==> config.mk <==
export PLATFORM = sky130hd
export DESIGN_NAME = decoder_scan_driver
export DESIGN_NICKNAME = d
export VERILOG_FILES = /design/src/rtl/decoder_scan_driver.sv
export SDC_FILE = /design/constraint.sdc
export NUM_CORES = 1
export LEC_CHECK = 0
export ABC_CLOCK_PERIOD_IN_PS = 3100
export CAP_MARGIN = 0
export CORE_MARGIN = 2
export CORE_UTILIZATION = 40
export CTS_BUF_LIST = sky130_fd_sc_hd__clkbuf_8
export CTS_CLUSTER_SIZE = 25
export DETAILED_ROUTE_END_ITERATION = 10
export GPL_ROUTABILITY_DRIVEN = 1
export REMOVE_ABC_BUFFERS = 1
export SLEW_MARGIN = 40
export SYNTH_ARGS = -nofsm -noshare
export SYNTH_HDL_FRONTEND = slang
export SYNTH_SLANG_ARGS = --single-unit
export TNS_END_PERCENT = 10
==> constraint.sdc <==
create_clock -name clk -period 3.1 [get_ports clk]
set_input_delay 0.31 -clock clk [delete_from_list [all_inputs] [get_ports clk]]
set_output_delay 0.31 -clock clk [all_outputs]
set_load 0.01 [all_outputs]
==> src/rtl/decoder_scan_driver.sv <==
// Purpose: sequences address/enable for a 3-to-8 active-low decoder; each step gets a blanking gap then a dwell.
// Latency: all outputs are registered and change one cycle after the qualifying run/mode/start edge.
// Backpressure: none; run=0 forces idle on the next edge, and start is ignored while busy.
module decoder_scan_driver #(
    parameter int DWELL_CYCLES = 50000,
    parameter int BLANK_CYCLES = 2,
    parameter int LAST_STEP    = 5
) (
    input  logic clk,
    input  logic rst_n,
    input  logic run,
    input  logic mode,
    input  logic start,
    output logic en,
    output logic a0,
    output logic a1,
    output logic a2,
    output logic sync,
    output logic busy,
    output logic done
);

    // The counter only has to reach max(dwell, blank) - 1.
    localparam int CMAX = (DWELL_CYCLES > BLANK_CYCLES) ? DWELL_CYCLES : BLANK_CYCLES;
    localparam int CW   = (CMAX > 1) ? $clog2(CMAX) : 1;

    localparam logic [CW-1:0] DWELL_LAST = CW'(DWELL_CYCLES - 1);
    localparam logic [CW-1:0] BLANK_LAST = CW'((BLANK_CYCLES > 0) ? BLANK_CYCLES - 1 : 0);
    localparam logic [2:0]    STEP_LAST  = 3'(LAST_STEP);

    typedef enum logic [1:0] {
        S_IDLE   = 2'd0,
        S_BLANK  = 2'd1,
        S_ACTIVE = 2'd2
    } state_t;

    // With no blanking gap every step starts straight in its dwell.
    localparam state_t FIRST_ST = (BLANK_CYCLES > 0) ? S_BLANK : S_ACTIVE;

    state_t          state, state_n;
    logic [2:0]      step, step_n;
    logic [CW-1:0]   cnt, cnt_n;
    logic [2:0]      addr_q, addr_n;
    logic            en_n, sync_n, busy_n, done_n;

    assign {a2, a1, a0} = addr_q;

    // State, step, counter and all output registers; async reset clears them immediately.
    always_ff @(posedge clk or negedge rst_n) begin
        if (!rst_n) begin
            state  <= S_IDLE;
            step   <= 3'd0;
            cnt    <= '0;
            addr_q <= 3'd0;
            en     <= 1'b0;
            sync   <= 1'b0;
            busy   <= 1'b0;
            done   <= 1'b0;
        end else begin
            state  <= state_n;
            step   <= step_n;
            cnt    <= cnt_n;
            addr_q <= addr_n;
            en     <= en_n;
            sync   <= sync_n;
            busy   <= busy_n;
            done   <= done_n;
        end
    end

    // Next-state logic; output values are derived from the next state so they register in step with it.
    always_comb begin
        state_n = state;
        step_n  = step;
        cnt_n   = cnt + CW'(1);
        sync_n  = 1'b0;
        done_n  = 1'b0;

        if (!run) begin
            state_n = S_IDLE;
            step_n  = 3'd0;
            cnt_n   = '0;
        end else begin
            case (state)
                S_IDLE: begin
                    cnt_n = '0;
                    if (!mode || start) begin
                        state_n = FIRST_ST;
                        step_n  = 3'd0;
                        sync_n  = 1'b1;
                    end
                end
                S_BLANK: begin
                    if (cnt == BLANK_LAST) begin
                        state_n = S_ACTIVE;
                        cnt_n   = '0;
                    end
                end
                S_ACTIVE: begin
                    if (cnt == DWELL_LAST) begin
                        cnt_n = '0;
                        if (step != STEP_LAST) begin
                            step_n  = step + 3'd1;
                            state_n = FIRST_ST;
                        end else if (!mode) begin
                            // Continuous scan wraps; mode is re-sampled only here.
                            step_n  = 3'd0;
                            state_n = FIRST_ST;
                            sync_n  = 1'b1;
                        end else begin
                            // Single sweep finished; a coincident start is dropped.
                            step_n  = 3'd0;
                            state_n = S_IDLE;
                            done_n  = 1'b1;
                        end
                    end
                end
                default: begin
                    state_n = S_IDLE;
                    step_n  = 3'd0;
                    cnt_n   = '0;
                end
            endcase
        end

        // Decoder selects DATA[k] when address is 7-k, i.e. the inverse of the step.
        en_n   = (state_n == S_ACTIVE);
        busy_n = (state_n != S_IDLE);
        addr_n = (state_n == S_IDLE) ? 3'd0 : ~step_n;
    end

endmodule

==> metrics.yaml, run 1 <==
netlist.area_leader.share: 0.487
ys.flop_type: "dfrtp_1"
die_x_um: 64
end_kind: "register"
p_sw_frac: 0.217
p_per_area_nw_per_um2: 443
grt_overflow_total: 0
dp_slack_ns: 0.630
crit_path_frequent_cell: "or4_4"
grt_max_degree: 29
drtIter0Drc: 37
synth_edf_count: 0
cts_resized: 0
hold_viol_final: 0
track_usage: 0.163
crit_chain: "or4_4, or4_4, a211o_1, a211oi_2, nor4_1"
endpoint: "addr_q[0]"
io_buffer_count: 11
hold_class: "input pin to asynchronous set/reset pin"
maxSlewViolCount: 0
cp-start-kind: "register"
final_common_cell: "dfrtp_1"
cp-startpoint: "cnt[4]"
finalCriticalPeriod_ns: 2.50
max_clock_freq_mhz: 400
avgSynthCellArea_um2: 10.1
ios: 12
hold_buffers: 0
drtAntennaViolNets: 0
switching_power_uw: 160
yosysWarnings: 0
outcome: "completed"
seq_area_frac_synth: 0.487
synth_top_area_cell: "dfrtp_1"
clock_latency_ns: 0.28
synth.lib_cells_used.distinct: 38
rsz0062_at_grt: "no"
grt_first_pass_wirelength_mm: 5.18
criticalPathCategory: "register to register"
cts_tree: "done"
layout-drive-gt1-share: 0.0769
ir_drop_mv: 0.238
pwr-share-clk: 0.394
die-area_um2: 4100
routed_wl_mm: 2.90
start_util: 0.425
synth_cells: 143
power_frac_comb: 0.094
setup_ws_ns: 0.599
antenna_found_initial: 0
clock_skew_ns: 0.00671
root_buffer: "clkbuf_8"
cts_setup_buffers: 0
relSlewSlack: 0.522
final.setup.tns_ns: 0
p_int_uw: 579
cp_max_fo: 6
timing.rr.end: "addr_q[0]"
area_delta_synth_final_pct: 15.7
grt_pass1_vias: 1078
drv_cap: 0
coreArea_um2: 3390
n_antenna_cell: 0
rr_worst_depth: 5
hpwl_mm: 2.06
setup_violations: 0
fin_nets: 168
clockBufferDepth: 2
reg2reg_setup_slack_ns: 0.60
place_congestion: 0.864
synth_area_leaders: "dfrtp_1, nor2_1, ha_1"
max_stage_delay_ns: 0.60
fin_crit_sh: 0.807
vias_per_cell: 5.19
ys_ff_latch: 28
num_vias: 1048
path_clk_slew_ns: 0.10
power_frac_seq: 0.512
slowest_stage: "or4_4"
dieHeight_um: 64
power.leakage_uw: 0.000710
first_pass_iters: 4
final_cell_mix: "dfrtp_1, nor2_1, nand3_1"
drc_errors: 0
stdcell_count: 202
synthArstFlopShare: 1.00
row_count: 21
worst_pin_slew_ns: 0.710
routedWlPerCell_um: 14.4
r2r_start: "cnt[4]"
cts.sinks: 28
htree_levels: 1
placed_cells: 198
cp_data_required_time_ns: 3.26
total_power_uw: 739
mappedNetlistArea_um2: 1440
crit_arrival_ns: 2.66
numCtsBuffers: 3
worst max-delay path, delay by kind of cell, from the launching register on:
family	cells	cell delay, ns
DFF	1	0.46
and+or+nand+nor	3	1.27
AOI/OAI and AO/OA	2	0.64
registers in the layout (all words and copies together) (netlist names):
signal,flops
cnt,16
addr_q,3
step,3
state,2
busy,1
done,1
en,1
sync,1
routing by layer:
metal / routed length [um] / global-route usage / vias to the layer above
met5: 0 / 0 / -
met4: 53 / 0.0734 / 0
met3: 77 / 0.0299 / 6
met2: 1270 / 0.232 / 12
met1: 1500 / 0.239 / 508
li1: - / - / 522
worst min path at each step:
stage | to | slack, ns | cells past startpoint
after floorplan | addr_q[0] | 0.01 | 0
after global placement | cnt[0] | 0.48 | 1
after detailed placement | cnt[0] | 0.49 | 1
after CTS | cnt[9] | 0.42 | 2
after global routing | en | 0.45 | 2
final | cnt[9] | 0.40 | 2
logic make-up after synthesis:
| family | share of synthesized area |
|---|---|
| buf+inv | 0.0295 |
| mux | 0.0148 |
| flops | 0.487 |
| fa+ha+maj | 0.0521 |
| compound gates | 0.0591 |
| xor+xnor | 0.0851 |
| simple gates | 0.273 |
cell type report:
cell class | count | area, um^2
multi-input combinational | 106 | 697
fill | 319 | 1720
timing repair buffer | 12 | 118
clock inverter | 1 | 30.0
clock buffer | 3 | 41.3
sequential | 28 | 701
tap | 46 | 57.6
inverter | 6 | 22.5
cells in the mapped netlist, types with 2 or more instances:
master   count
or4_1        2
and3_1       5
xor2_1       8
ha_1         6
nand4_1      3
a22o_1       2
nand2_1      8
and2_1       2
dfrtp_1     28
or4_4        2
o21ai_0      3
nor2_1      21
nor3_1       5
nand3_1     12
xnor2_1      6
nor4_1       3
inv_1        6
power by group through the flow:
stage | clock [uW] | sequential [uW] | combinational, uW
after floorplan | 0 | 389 | 30.8
after global placement | 0 | 385 | 70.1
after detailed placement | 0 | 385 | 70.5
after CTS | 295 | 378 | 71.0
after global routing | 317 | 380 | 78.6
final | 291 | 378 | 69.6
metrics by stage:
step | hold WS [ns] | util | instance area, um^2
finish | 0.396 | 0.492 | 1670
CTS | 0.417 | 0.492 | 1670
global route | 0.449 | 0.492 | 1670
global placement | 0.482 | 0.471 | 1600
detailed placement | 0.492 | 0.471 | 1600
floorplan | 0.0144 | - | 1420
Note: power is estimated with default switching activity, not from simulation.
==> run 2: changes to the inputs <==
ABC_CLOCK_PERIOD_IN_PS = 2200   (was 3100)
clock period = 2.2 ns   (was 3.1 ns; I/O delays follow)
==> run 2 against run 1 <==
The run now ends with setup timing left. Global-route usage rose by 0.80 points. Power is 30% higher. Non-clock buffer count is 23 higher. Critical path depth stayed put. Critical endpoint unchanged. Largest power group unchanged.
==> metrics.yaml, run 2 (synthesized netlist as in run 1, its figures left out) <==
io_buffer_count: 11  # unchanged
fillers: 292  # -8.5%
outcome: "complete, but fails checks"
power.leakage_uw: 0.000840  # +18%
num_vias: 1182  # +13%
grt_max_degree: 29  # unchanged
slowest_stage: "or4_4"
fin_nets: 191  # +14%
hold_slack_ns: 0.314  # -0.0824 ns
ir_drop_mv: 0.338  # +42%
top_regs: "cnt x16, addr_q x3, step x3"
vias_per_cell: 5.25  # +1.3%
rr_worst_depth: 5  # unchanged
first_pass_iters: 4  # unchanged
crit_arrival_ns: 2.46  # -0.20 ns
hpwl_mm: 2.23  # +8.4%
cts_tree: "done"
routedWlPerCell_um: 14.1  # -1.6%
fin_crit_sh: 1.05  # +0.244
maxSlewViolCount: 0  # unchanged
crit_path_frequent_cell: "or4_4"
numCtsBuffers: 3  # unchanged
drv_cap: 0  # unchanged
worst_pin_slew_ns: 0.364  # -0.346 ns
dp_slack_ns: -0.166  # -0.796 ns
max_stage_delay_ns: 0.56  # -0.04 ns
htree_levels: 1  # unchanged
violations: "setup timing"
timing.rr.end: "addr_q[0]"
die-area_um2: 4100  # unchanged
final_common_cell: "dfrtp_1"
setup_violations: 22  # +22
grt_overflow_total: 0  # unchanged
end_kind: "register"
largest_register_ffs: 16  # unchanged
regMostFlops: "cnt"
p_per_area_nw_per_um2: 514  # +16%
drtIter0Drc: 70  # +89%
n_antenna_cell: 0  # unchanged
final_cell_mix: "dfrtp_1, buf_4, nor2_1"
drc_errors: 0  # unchanged
max_clock_freq_mhz: 433  # +8.2%
die_x_um: 64  # unchanged
clock_latency_ns: 0.27  # about the same
start_util: 0.425  # unchanged
final.setup.tns_ns: -1.83  # -1.83 ns
clockBufferDepth: 2  # unchanged
crit_chain: "or4_4, or4_4, a211o_1, a211oi_4, nor4_1"
criticalPathCategory: "register to register"
critical-path-top-delay-family: "simple AND/OR/NAND/NOR gates"
cp_data_required_time_ns: 2.35  # -0.91 ns
grt_first_pass_wirelength_mm: 5.49  # +5.9%
hold_class: "input pin to asynchronous set/reset pin"
cp-start-kind: "register"
finalCriticalPeriod_ns: 2.31  # -0.189 ns
routed_wl_mm: 3.18  # +9.6%
grt_pass1_vias: 1148  # +6.5%
place_congestion: 0.915  # +5.9%
setup_ws_ns: -0.112  # -0.711 ns
area_delta_synth_final_pct: 29.4
hold_viol_final: 0  # unchanged
cts.sinks: 28  # unchanged
r2r_start: "cnt[4]"
drtAntennaViolNets: 0  # unchanged
coreArea_um2: 3390  # unchanged
relSlewSlack: 0.757  # +0.235
path_buf_inv: 0  # unchanged
finish.utilization: 0.550  # +0.0580
dieHeight_um: 64  # unchanged
antenna_found_initial: 0  # unchanged
track_usage: 0.171  # +0.00796
root_buffer: "clkbuf_8"
reg2reg_setup_slack_ns: -0.11  # -0.71 ns
cp_max_fo: 4  # -2
path_clk_slew_ns: 0.09  # about the same
row_count: 21  # unchanged
clock_skew_ns: 0.00356  # -0.00315 ns
rsz0062_at_grt: "yes"
layout-drive-gt1-share: 0.223  # +0.147
ios: 12  # unchanged
==> run 2: changes by cell type in the layout (fill, tap and decap cells not counted), sizes merged <==
cell,change
clkbuf,+1
bufinv,-1
buf,+23
==> run 2: worst max-delay path by stage <==
stage | startpoint | end | cells past startpoint
global route | cnt[1] | busy | 7
detailed placement | cnt[1] | addr_q[0] | 7
CTS | cnt[4] | addr_q[0] | 5
finish | cnt[4] | addr_q[0] | 5
global placement | cnt[4] | addr_q[0] | 5
floorplan | cnt[4] | addr_q[0] | 5
==> run 2: per-stage QoR <==
stage	cell area (um^2)	power, uW	cells
after global placement	1770	647	220
after global routing	1860	1020	225
after CTS	1860	969	225
after detailed placement	1770	648	220
after floorplan	1420	591	140
final	1860	959	225
==> run 2: timing repair <==
action,in CTS,in global routing
endpoints found under the setup margin,22,24
hold buffers,0,0
buffers inserted,1,0
resized for setup,5,3
hold endpoints to repair,0,0
pin swaps,6,2
cloned,0,0
==> run 2: metal layers <==
layer | global-route usage | up-vias | part of all wire
met5 | 0 | - | 0
met4 | 0.0543 | 0 | 0.017
met3 | 0.0299 | 7 | 0.051
met2 | 0.254 | 41 | 0.45
met1 | 0.252 | 566 | 0.48
li1 | - | 568 | -
==> run 2: area by class of cell <==
cell class / count / area (um^2) / area share
multi-input cells: 106 / 721 / 0.387
flip-flops and latches: 28 / 701 / 0.376
repair buffers: 35 / 307 / 0.165
well taps: 46 / 57.6 / 0.0309
clock buffers: 4 / 55.1 / 0.0295
inverters: 6 / 22.5 / 0.0121
==> run 2: power breakdown <==
part	internal, uW	switching (uW)	leakage [uW]
logic	53.6	60.7	0.000428
clock network	160	151	0.0000288
registers	526	6.78	0.000383
==> RTL edit (flow settings as in run 2) <==
Register the output `sync` once more, cleared by the reset; this adds one clock of latency there. The other outputs are not delayed to match.
--- a/src/rtl/decoder_scan_driver.sv
+++ b/src/rtl/decoder_scan_driver.sv
@@ -37,6 +37,8 @@
     // With no blanking gap every step starts straight in its dwell.
     localparam state_t FIRST_ST = (BLANK_CYCLES > 0) ? S_BLANK : S_ACTIVE;
 
+    logic sync_s0;
+
     state_t          state, state_n;
     logic [2:0]      step, step_n;
     logic [CW-1:0]   cnt, cnt_n;
@@ -53,7 +55,7 @@
             cnt    <= '0;
             addr_q <= 3'd0;
             en     <= 1'b0;
-            sync   <= 1'b0;
+            sync_s0 <= 1'b0;
             busy   <= 1'b0;
             done   <= 1'b0;
         end else begin
@@ -62,7 +64,7 @@
             cnt    <= cnt_n;
             addr_q <= addr_n;
             en     <= en_n;
-            sync   <= sync_n;
+            sync_s0 <= sync_n;
             busy   <= busy_n;
             done   <= done_n;
         end
@@ -129,5 +131,13 @@
         addr_n = (state_n == S_IDLE) ? 3'd0 : ~step_n;
     end
 
+    always_ff @(posedge clk or negedge rst_n) begin
+        if (!rst_n) begin
+            sync <= '0;
+        end else begin
+            sync <= sync_s0;
+        end
+    end
+
 endmodule
 
Formal check against the unedited RTL: not equivalent (a bounded check fails within 4 cycles, from zero or initial values and one cycle with rst_n low).
==> RTL edit against run 2 <==
The flow still finishes with violations (negative setup slack). Cell area is 4.2% higher. Count of clock-buffer cells in the layout up 2. Fmax rose by 1.7%. Highest routed layer unchanged. Synthesized area up 5.9%. Sequential share of layout area decreased by 0.21 points. Sequential power up 3.9%. Synthesized cell count is 2.8% higher. Critical endpoint is now addr_q[2]$_DFF_PN0_. Critical path depth did not move. Wire length down 4.5%. Sequential cell count grew 1. Worst setup slack better by 38 ps. Total power is 13% higher. Clock power up 35%.
==> RTL edit: results (changes against run 2) <==
The master of the slowest instance on the critical path was sky130_fd_sc_hd__or4_4 (unchanged). The number of setup buffers added after CTS is 0 (was 1). The tools report the number of buffers created by CTS as 5 (was 3). TritonCTS built the clock tree. The tools report the root buffer cell as sky130_fd_sc_hd__clkbuf_8 (unchanged). The number of fill cells in the layout is 331 (was 292), and the share of synthesized area occupied by flip-flops and latches is 47.6% (was 48.7%). The fraction of registers with async set/reset was 100% (unchanged); the delay of the slowest critical-path stage was 570 ps.

The number of distinct library cell variants in the gate-level netlist after synthesis came out at 41 (was 38). For the largest voltage drop on the vdd net, the log shows 0.363 mV (was 0.338 mV). The tools report the total track usage as 17.4% (was 17.1%). The launch point of the critical path is cnt[10]$_DFF_PN0_ (was cnt[4]$_DFF_PN0_). Worst setup slack after layout: -73.6 ps (was -112 ps). The clock-pin slew on the worst setup and hold paths was 60 ps (was 90 ps); the average wire length per cell after detail routing was 13.1 um (was 14.1 um).

The kind of cell with the highest combined delay on the critical path is simple AND/OR/NAND/NOR gates (unchanged). Top cells by area, synth: sky130_fd_sc_hd__dfrtp_1 (48%), sky130_fd_sc_hd__nor2_1 (6.4%), sky130_fd_sc_hd__ha_1 (4.9%) (was sky130_fd_sc_hd__dfrtp_1 (49%), sky130_fd_sc_hd__nor2_1 (5.5%), sky130_fd_sc_hd__ha_1 (5.2%)). The number of nets in the finished design is 194 (was 191). The leakage power is 0.858 nW (was 0.840 nW). The global-route wire length before repair was 5.56 mm (was 5.49 mm).

The logs give 2 (was 1) for the depth of the CTS H-tree and 2420 ps (was 2460 ps) for the endpoint arrival time on the critical path. The total placed instance area was 1840 um2 (was 1770 um2); the number of global-route vias before repair was 1208 (was 1148). The total negative slack for setup checks was -244 ps (was -1830 ps); the fraction of final layout cells sized beyond drive strength 1 was 20.8% (was 22.3%). The worst setup skew after layout is 2.97 ps (was 3.56 ps). Post-layout instance count excluding filler cells: 231 (was 225). The routed via count divided by cell count came out at 5.05 (was 5.25).

The headroom to the max-slew limit was 75.0% (was 75.7%). For the placed instance count, the log shows 224 (was 220). The flow ran to the end, but the final reports show violations. The post-cts repair resize count is 1 (was 5). The number of failing setup endpoints in the final timing report came out at 5 (was 22). The post-placement setup slack was -68.9 ps (was -166 ps); the count of routing violations after the opening detailed-route iteration was 49 (was 70).

The post-synthesis cell count was 147 (was 143); the worst-path maximum fanout was 4 (unchanged). Violations in the final reports: negative setup slack (unchanged). Net switching fraction of the power: 22.4% (was 22.8%). Most frequent cells after synthesis: sky130_fd_sc_hd__dfrtp_1 (29), sky130_fd_sc_hd__nor2_1 (26), sky130_fd_sc_hd__nand2_1 (9), sky130_fd_sc_hd__xor2_1 (8), sky130_fd_sc_hd__xnor2_1 (7) (was sky130_fd_sc_hd__dfrtp_1 (28), sky130_fd_sc_hd__nor2_1 (21), sky130_fd_sc_hd__nand3_1 (12), sky130_fd_sc_hd__nand2_1 (8), sky130_fd_sc_hd__xor2_1 (8)). The last weighted congestion value of the routability-driven placer is 0.812 (was 0.915). The tools report the maximum number of pins on one net before global-route repair as 30 (was 29).

The tools report the estimated wirelength of the detail-placed design as 2.30 mm (was 2.23 mm).
[RTL edit: layout make-up]
cell class	count	area, um2	share of cell area (%)
Inverter	6	22.5	1.16
Sequential cell	29	726	37.4
Timing Repair Buffer	31	273	14.1
Clock buffer	6	82.6	4.26
Clock inverter	1	3.75	0.193
Tap cell	48	60.1	3.09
Multi-Input combinational cell	110	773	39.8
[RTL edit: worst paths after layout]
check | end | slack [ps] | depth (start not counted)
setup / recovery | addr_q[2]$_DFF_PN0_ | -70 | 5
hold / removal | sync$_DFF_PN0_ | 330 | 2
setup reg to reg | addr_q[2]$_DFF_PN0_ | -70 | 5
hold reg to reg | sync$_DFF_PN0_ | 360 | 0
max in group asynchronous | cnt[11]$_DFF_PN0_ | 1610 | 2
min in group clk | sync$_DFF_PN0_ | 360 | 0
[RTL edit: cell families after synthesis]
family                   Yosys count  share of synthesized area [%]
XOR/XNOR                          15                           8.61
AND/OR/NAND/NOR                   77                           29.4
flip-flops                        29                           47.6
buffers and inverters              8                           2.46
AO/OA/AOI/OAI                     10                           5.74
adder cells (fa/ha/maj)            6                           4.92
multiplexers                       2                           1.31
[RTL edit: routing by layer]
metal | track usage (%) | part of all wire, %
met5 | 0 | 0
met1 | 23.0 | 49
met3 | 5.65 | 4.4
met2 | 26.1 | 45
met4 | 7.03 | 1.7
[RTL edit: power groups by stage]
stage | clock network, W | logic, W | registers [W]
after floorplan | 0 | 0.0000478 | 0.000568
after global placement | 0 | 0.000109 | 0.000563
after detailed placement | 0 | 0.000110 | 0.000563
after CTS | 0.000430 | 0.000112 | 0.000553
after global routing | 0.000468 | 0.000123 | 0.000555
final | 0.000420 | 0.000110 | 0.000554
